**src/rtl/regfile_wb_arbiter.sv**
```systemverilog
// Register-file writeback arbiter with a destination-register scoreboard.
// Two result producers (ALU and load/multi-cycle unit) compete for a single
// register-file write port. The winning result is registered and presented
// to the register file one cycle after the transfer. The pending scoreboard
// tracks registers that have an issued but not yet committed write.

module regfile_wb_arbiter #(
    parameter bit FIXED_PRIO = 1'b0
) (
    input  logic        clk,
    input  logic        rst,
    input  logic        req0_valid,
    input  logic [4:0]  req0_rd,
    input  logic [31:0] req0_data,
    output logic        req0_ready,
    input  logic        req1_valid,
    input  logic [4:0]  req1_rd,
    input  logic [31:0] req1_data,
    output logic        req1_ready,
    input  logic        issue_valid,
    input  logic [4:0]  issue_rd,
    output logic        wE,
    output logic [4:0]  wR,
    output logic [31:0] wD,
    output logic [31:0] pending
);

    // Index of the requester that won the most recent transfer; the other one
    // is favoured on the next contention in round-robin mode.
    logic        last_grant;
    logic        xfer0;
    logic        xfer1;
    logic [31:0] pending_next;

    // Grant decision: a lone requester always wins, contention is resolved by
    // fixed priority or by alternating away from the last winner.
    always_comb begin
        req0_ready = 1'b0;
        req1_ready = 1'b0;
        if (!rst) begin
            if (req0_valid && req1_valid) begin
                if (FIXED_PRIO || last_grant) begin
                    req0_ready = 1'b1;
                end else begin
                    req1_ready = 1'b1;
                end
            end else begin
                req0_ready = req0_valid;
                req1_ready = req1_valid;
            end
        end
    end

    assign xfer0 = req0_valid && req0_ready;
    assign xfer1 = req1_valid && req1_ready;

    // Remember the winner of each transfer; reset favours requester 0 first.
    always_ff @(posedge clk) begin
        if (rst) begin
            last_grant <= 1'b1;
        end else if (xfer0) begin
            last_grant <= 1'b0;
        end else if (xfer1) begin
            last_grant <= 1'b1;
        end
    end

    // Capture the accepted result into the write-port register; writes to x0
    // are accepted from the requester but never enabled on the port.
    always_ff @(posedge clk) begin
        if (rst) begin
            wE <= 1'b0;
            wR <= 5'd0;
            wD <= 32'd0;
        end else if (xfer0) begin
            wE <= (req0_rd != 5'd0);
            wR <= req0_rd;
            wD <= req0_data;
        end else if (xfer1) begin
            wE <= (req1_rd != 5'd0);
            wR <= req1_rd;
            wD <= req1_data;
        end else begin
            wE <= 1'b0;
        end
    end

    // Scoreboard update: commit clears, issue sets, and a set on the same
    // register as a commit wins because a newer write is now outstanding.
    always_comb begin
        pending_next = pending;
        if (wE) begin
            pending_next[wR] = 1'b0;
        end
        if (issue_valid && (issue_rd != 5'd0)) begin
            pending_next[issue_rd] = 1'b1;
        end
        pending_next[0] = 1'b0;
    end

    // Scoreboard register.
    always_ff @(posedge clk) begin
        if (rst) begin
            pending <= 32'd0;
        end else begin
            pending <= pending_next;
        end
    end

endmodule

```
**config.mk**
```make
export PLATFORM = sky130hd
export DESIGN_NAME = regfile_wb_arbiter
export DESIGN_NICKNAME = d
export VERILOG_FILES = /design/src/rtl/regfile_wb_arbiter.sv
export SDC_FILE = /design/constraint.sdc
export NUM_CORES = 1
export LEC_CHECK = 0
export CAP_MARGIN = 20
export CORE_MARGIN = 1.5
export CORE_UTILIZATION = 37
export DETAILED_ROUTE_END_ITERATION = 7
export GPL_TIMING_DRIVEN = 0
export PLACE_DENSITY = 0.77
export SYNTH_ARGS = -nofsm -noshare
export SYNTH_HDL_FRONTEND = slang
export SYNTH_SLANG_ARGS = --single-unit
```
**constraint.sdc**
```tcl
create_clock -name clk -period 1.3 [get_ports clk]
set_clock_uncertainty 0.05 [all_clocks]
set_input_delay 0.13 -clock clk [delete_from_list [all_inputs] [get_ports clk]]
set_output_delay 0.13 -clock clk [all_outputs]
set_load 0.01 [all_outputs]
```
Yosys cells after proc, flatten, opt, wreduce, memory -nomap -nowiden:

Cells that the tools add are included.

* shifts and indexed selects: 0
* multiply operators: 0
* mux-type cells: 20
* div/mod/pow operators: 0
* equal/unequal tests: 0
* $lt $le $gt $ge: 4
* add/sub/neg operators: 0
* reduce and logical (&&, ||, !) cells: 10
* bitwise logic cells: 3

Operator list (number)
* 32-bit 2-to-1 mux: 4
* 32-bit bitwise AND: 1
* 32-bit inverter: 1
* 32-bit OR: 1
* 5-bit nonzero test: 3
* 5-bit by 6-bit < comparator with 1-bit output (second input constant): 2
* 1-bit 2-to-1 mux: 12
* 1-bit demux with 5-bit select: 2
* 5-bit by 1-bit greater-or-equal comparator with 1-bit output (second input constant): 2
* 5-bit 2-to-1 mux: 2
* 1-bit logical AND: 6
* 2-bit nonzero test: 1

* word-level logic and storage cells: 43
* memories: 0
* register bits: 71
* bits in read-only memories: 0
* input bits: 84
* output and inout bits: 72
* latch bits: 0
* memory bits (writable): 0

Logic depth before layout (Yosys ltp):

Gate-level depths: netlist of the first run.

* word-level depth: 9
* gate-level depth with buffers: 5
* gate-level depth less buffers: 3

Least setup slack after synthesis of the first run:

Ideal clock, no wire load.

* path kind: register to register
* start: reg last_grant
* end: reg wD[26]
* path slack: -0.114 ns
* library setup time: 0.122 ns
* required time: 1.128 ns
* clock period less this slack: 1.414 ns
* arrival time: 1.242 ns
* path buffers: 2
* stages on the path, launching flop included: 6
* cell sequence: dfxtp_1 > nand2b_2 > and3b_1 > buf_6 > buf_6 > a221o_1

* cells in the longest elaborated chain, start to end: 5
* elaborated cells on any way between the ends: 10
* classes of those cells: mux (7); reduce/logical (3)

RTL lines
* start: declaration: RTL line 30 `logic last_grant;`
* start signal: assignment: RTL line 60 `last_grant <= 1'b1;`
* start signal: assignment: RTL line 62 `last_grant <= 1'b0;`
* start signal: assignment: RTL line 64 `last_grant <= 1'b1;`
* 1-bit 2-to-1 mux: RTL line 42 `if (FIXED_PRIO || last_grant) begin`
* 1-bit 2-to-1 mux: RTL line 41 `if (req0_valid && req1_valid) begin`
* 1-bit 2-to-1 mux: RTL line 40 `if (!rst) begin`
* 1-bit logical AND (on tied branches): RTL line 54, 55
* 32-bit 2-to-1 mux / 2-bit nonzero test (equally long branches)
* end signal: assignment: RTL line 78 `wD <= req0_data;`
* end signal: assignment: RTL line 82 `wD <= req1_data;`
* end: declaration: RTL line 24 `output logic [31:0] wD,`

Parallel ways exist; a longest one is shown, timed or not.
A chain may end at the register's enable or synchronous reset.

Worst setup path after layout of the first run:

* start: reg last_grant
* end: out req1_ready

* cells in the longest elaborated chain, start to end: 3

RTL lines
* 1-bit 2-to-1 mux: RTL line 42
* 1-bit 2-to-1 mux: RTL line 41
* 1-bit 2-to-1 mux: RTL line 40
* end: declaration: RTL line 19 `output logic req1_ready,`

Every way passes these cells.

==> results of run 1 <==
==> synthesized netlist by cell type (all sizes together) <==
master,count,share of area [%]
dfxtp,70,44
o21ai,62,9.7
inv,38,4.5
a2111oi,37,11
a221o,37,12
nor2b,31,6.1
buf,14,3.5
clkbuf,14,1.6
nand3b,9,2.1
or3b,6,1.6
nor2,4,0.47
nand2,3,0.35
nand2b,3,0.66
nand3,3,0.47
nor3,2,0.66
or3,2,0.39
a211o,1,0.27
and3b,1,0.27
conb,1,0.12
nand4b,1,0.27
nand4bb,1,0.35
nor3b,1,0.23
o2bb2ai,1,0.27
or4,1,0.23
==> worst max-delay path, stage by stage, from the launching register on <==
cell and delay (ns):
dfxtp_2 0.32, nand2b_4 0.14, buf_6 0.12, buf_6 0.10, a211o_1 0.26, inv_1 0.07, buf_6 0.10
==> power by group <==
part	switching [W]	total, W	internal, W	leakage (nW)
Sequential	0.0000824	0.00235	0.00227	0.577
Combinational	0.000502	0.00112	0.000619	1.66
Clock	0.000857	0.00199	0.00114	0.113
==> through the flow <==
step / worst slack [ns] / instance area [um2]
finish: -0.352 / 5450
global route: -0.386 / 5450
CTS: -0.360 / 5320
detailed placement: -0.991 / 4880
global placement: -0.995 / 4880
floorplan: -0.0480 / 3210
==> kinds of logic after synthesis <==
logic type	Yosys count	synth area share (%)
compound gates	138	32.3
buf+inv	66	9.61
other cells	1	0.117
flops	70	43.8
simple gates	68	14.2
==> state kept, by name (all words and copies together), names as in the netlist <==
register    flops
wD             32
wR              5
wE              1
pending        31
last_grant      1
==> routing by layer <==
metal / vias to the layer above / part of all wire, %
li1: 1673 / -
met1: 1621 / 39
met2: 181 / 48
met3: 16 / 11
met4: 0 / 1.9
met5: - / 0
==> area by class of cell <==
type / instances / share of cell area, %
inverter: 38 / 2.62
timing repair buffer: 175 / 30.7
buffer: 26 / 3.24
multi-input combinational: 207 / 31.0
clock buffer: 11 / 2.59
tap: 105 / 2.41
sequential: 70 / 26.0
clock inverter: 5 / 1.51
==> path summary, 6_finish.rpt <==
check                                 from          to
worst min-delay path                   rst      wD[31]
worst min register to register       wD[1]       wD[1]
worst max-delay path            last_grant  req1_ready
worst max register to register  last_grant      wD[31]
==> timing repair <==
item / 4_1_cts / 5_1_grt
endpoints found under the hold margin: 0 / 0
gates cloned: 3 / 0
setup buffers: 12 / 7
hold buffers: 0 / 0
pin swaps: 26 / 6
setup endpoints to repair: 125 / 62
gates resized for setup: 138 / 47
==> qor.yml, run 1 <==
pin_count: 156
cts.sinks: 70
dp_hpwl_um: 7560
ant_nets: 0
die_h_um: 96.0
fin_util_pct: 65.7
cellLeakagePower_nw: 2.35
setup_violations: 41
setup_tns_ns: -9.40
max_freq_ghz: 0.605
h-tree-depth: 3
ys_warn_count: 0
initial_core_util_pct: 38.6
viasPerCell: 5.48
ys_types: 29
multi_input_area_mm2: 0.00169
syn_area_mm2: 0.00320
whs_ns: 0.284
ys_seq_area_share_pct: 43.8
core-area_mm2: 0.00830
grt_max_degree: 13
dieArea_mm2: 0.00922
clkTransAtPathRegs_ns: 0.07
final_cell_mix: "clkdlybuf4s50_1, dlygate4sd2_1, dfxtp_1"
crit_fanout: 3
cp.arrival_ns: 1.47
wl_per_cell_um: 17.7
place_congestion: 0.838
cts_tree: "yes"
relSlewSlack_pct: 46.8
cts_made_buffers: 9
worst_slack_ns: -0.352
timing.final.hold_violations: 0
syn_nets: 427
status: "complete, but fails checks"
dr.pass1.iters: 4
post-route-period-util_pct: 127
cp-start-kind: "flop"
vias: 3491
grtUsageMet1_pct: 29.0
placed_cells: 601
report.final.slew_viol_count: 0
endpoint_kind: "output port"
cts.path.max_buffers: 2
ir_drop_v: 0.000603
final_common_cell: "clkdlybuf4s50_1"
min_path_cells: 3
hold_path.class: "in -> reg"
rrSetupSlack_ns: -0.28
grt_overflow: 0
nets: 611
r2r_cells: 6
root_buffer: "clkbuf_8"
cp.required_ns: 1.12
grt_pass1_wl_um: 16800
antenna_found_initial: 0
route.detailed.drc: 0
die_x_um: 96.0
grtUsageMet3_pct: 7.35
met2_usage_pct: 39.6
worstSkewPairLatency_ns: 0.36
worstMarginPinSlew_ns: 0.797
first_iter_violations: 136
regArea_mm2: 0.00142
synth_cells: 343
nFillCells: 677
grt_util_all_layers_pct: 24.1
max_cap_violations: 0
area_growth_pct: 70.3
ys_seq_elements: 70
rows: 33
period_needed_ns: 1.65
busiest_layer: "met2"
portBuffers: 153
crit_type: "reg -> out"
power.density_mw_per_mm2: 1000
syn_area_per_cell_um2: 9.33
totalWireLength_um: 11300
fin_cells: 637
power.total_w: 0.00547
drive_above_1_share_pct: 17.1
grt_pass1_vias: 3354
diodes: 0
violations: "negative setup slack"
rsz0062_at_grt: "yes"
(Power assumes the default switching activity.)
==> run 2: changes to the inputs <==
Settings changed: GPL_ROUTABILITY_DRIVEN set to 0, PLACE_DENSITY 0.77 to unset, PLACE_DENSITY_LB_ADDON set to 0.15.
==> run 2 against run 1 <==
The flow still finishes with violations (negative setup slack). Die area unchanged. Design area rose by 0.64%. Routed wire length fell by 1.5%. Critical endpoint unchanged.
==> qor.yml, run 2 (synthesized netlist as in run 1, its figures left out) <==
first_iter_violations: 137
grt_util_all_layers_pct: 24.7
dieArea_mm2: 0.00922
pin_count: 156
crit_type: "reg -> out"
cts-hold-fix-buffers: 0
r2r_cells: 6
whs_ns: 0.268
status: "complete, but fails checks"
violations: "negative setup slack"
root_buffer: "clkbuf_8"
largest_register: "wD"
worst_slack_ns: -0.350
timing.final.hold_violations: 0
final_cell_mix: "clkdlybuf4s50_1, dlygate4sd2_1, dfxtp_1"
antenna_found_initial: 0
cellLeakagePower_nw: 2.38
max_freq_ghz: 0.606
vias: 3569
diodes: 0
grt_pass1_wl_um: 17200
core-area_mm2: 0.00830
nets: 614
die_x_um: 96.0
post-route-period-util_pct: 127
setup_violations: 40
hold_path.class: "in -> reg"
ant_nets: 0
period_needed_ns: 1.65
relSlewSlack_pct: 45.9
dp_hpwl_um: 7650
cts.sinks: 70
power.density_mw_per_mm2: 985
grt_pass1_vias: 3476
max_cap_violations: 0
viasPerCell: 5.59
placed_cells: 601
cp-start-kind: "flop"
route.detailed.drc: 0
cts.path.max_buffers: 2
totalWireLength_um: 11100
cp.arrival_ns: 1.47
ir_drop_v: 0.000513
worstSkewPairLatency_ns: 0.34
cts_made_buffers: 9
rsz0062_at_grt: "yes"
clkTransAtPathRegs_ns: 0.08
drive_above_1_share_pct: 19.3
initial_core_util_pct: 38.6
crit_fanout: 5
endpoint_kind: "output port"
fin_cells: 639
rows: 33
reg_top3: "wD x32, pending x31, wR x5"
largest_reg_flops: 32
cp.required_ns: 1.12
die_h_um: 96.0
h-tree-depth: 3
min_path_cells: 3
report.final.slew_viol_count: 0
power.total_w: 0.00541
final_common_cell: "clkdlybuf4s50_1"
wl_per_cell_um: 17.4
grt_overflow: 0
portBuffers: 153
area_growth_pct: 71.4
grt_max_degree: 13
cts_tree: "yes"
dr.pass1.iters: 5
worstMarginPinSlew_ns: 0.811
run 2: changes by cell type in the layout (fill, tap and decap cells not counted), sizes merged:
cell / before / now
clkdlybuf4s50: 80 / 78
dlymetal6s2s: 0 / 2
clkdlybuf4s15: 1 / 0
clkinv: 3 / 4
buf: 38 / 40
clkbuf: 23 / 22
dlygate4sd2: 70 / 71
run 2: layout make-up:
type	instances	area, um2
clock inverter	6	87.6
timing repair buffer	176	1660
fill	694	2810
multi-input combinational	207	1730
clock buffer	9	124
inverter	38	143
sequential	70	1420
tap	105	131
buffer	28	191
run 2: what timing repair did:
| action | 4_1_cts | 5_1_grt |
|---|---|---|
| pin swaps | 24 | 1 |
| buffers inserted | 15 | 5 |
| gates resized for setup | 156 | 35 |
| setup endpoints to repair | 127 | 69 |
| cloned | 3 | 0 |
run 2: routing by layer:
metal / global-route usage, % / wire length [um] / up-vias / part of all wire, %
met5: 0 / 0 / - / 0
met4: 7.84 / 175 / 0 / 1.6
met3: 8.06 / 1160 / 13 / 10
met2: 42.4 / 5480 / 179 / 49
met1: 29.0 / 4280 / 1704 / 39
li1: - / - / 1673 / -
run 2: worst paths after layout:
path,slack [ns],to,start
max,-0.35,req1_ready,last_grant
min,0.27,pending[23],issue_rd[4]
max reg2reg,-0.31,wD[0],last_grant
min reg2reg,0.43,wD[31],wD[31]
run 2: stage by stage:
step | cell area, um2 | setup TNS (ns) | utilization, % | setup WS [ns]
2_1_floorplan | 3210 | -0.793 | - | -0.0480
3_3_place_gp | 4880 | -27.75 | 58.8 | -0.935
3_5_place_dp | 4880 | -28.19 | 58.8 | -0.938
4_1_cts | 5370 | -7.12 | 64.8 | -0.355
5_1_grt | 5490 | -9.75 | 66.1 | -0.412
6_report | 5490 | -7.86 | 66.1 | -0.350
run 2: worst max-delay path, cell delays in order, from the launching register on:
cell      delay [ns]
dfxtp_2         0.32
nand2b_4        0.15
buf_6           0.12
buf_6           0.11
a211o_1         0.27
inv_2           0.06
buf_6           0.10
run 2: where the power goes:
part,internal (W),switching (W),total (W)
combinational,0.000624,0.000505,0.00113
sequential,0.00227,0.0000909,0.00236
clock,0.00107,0.000850,0.00192
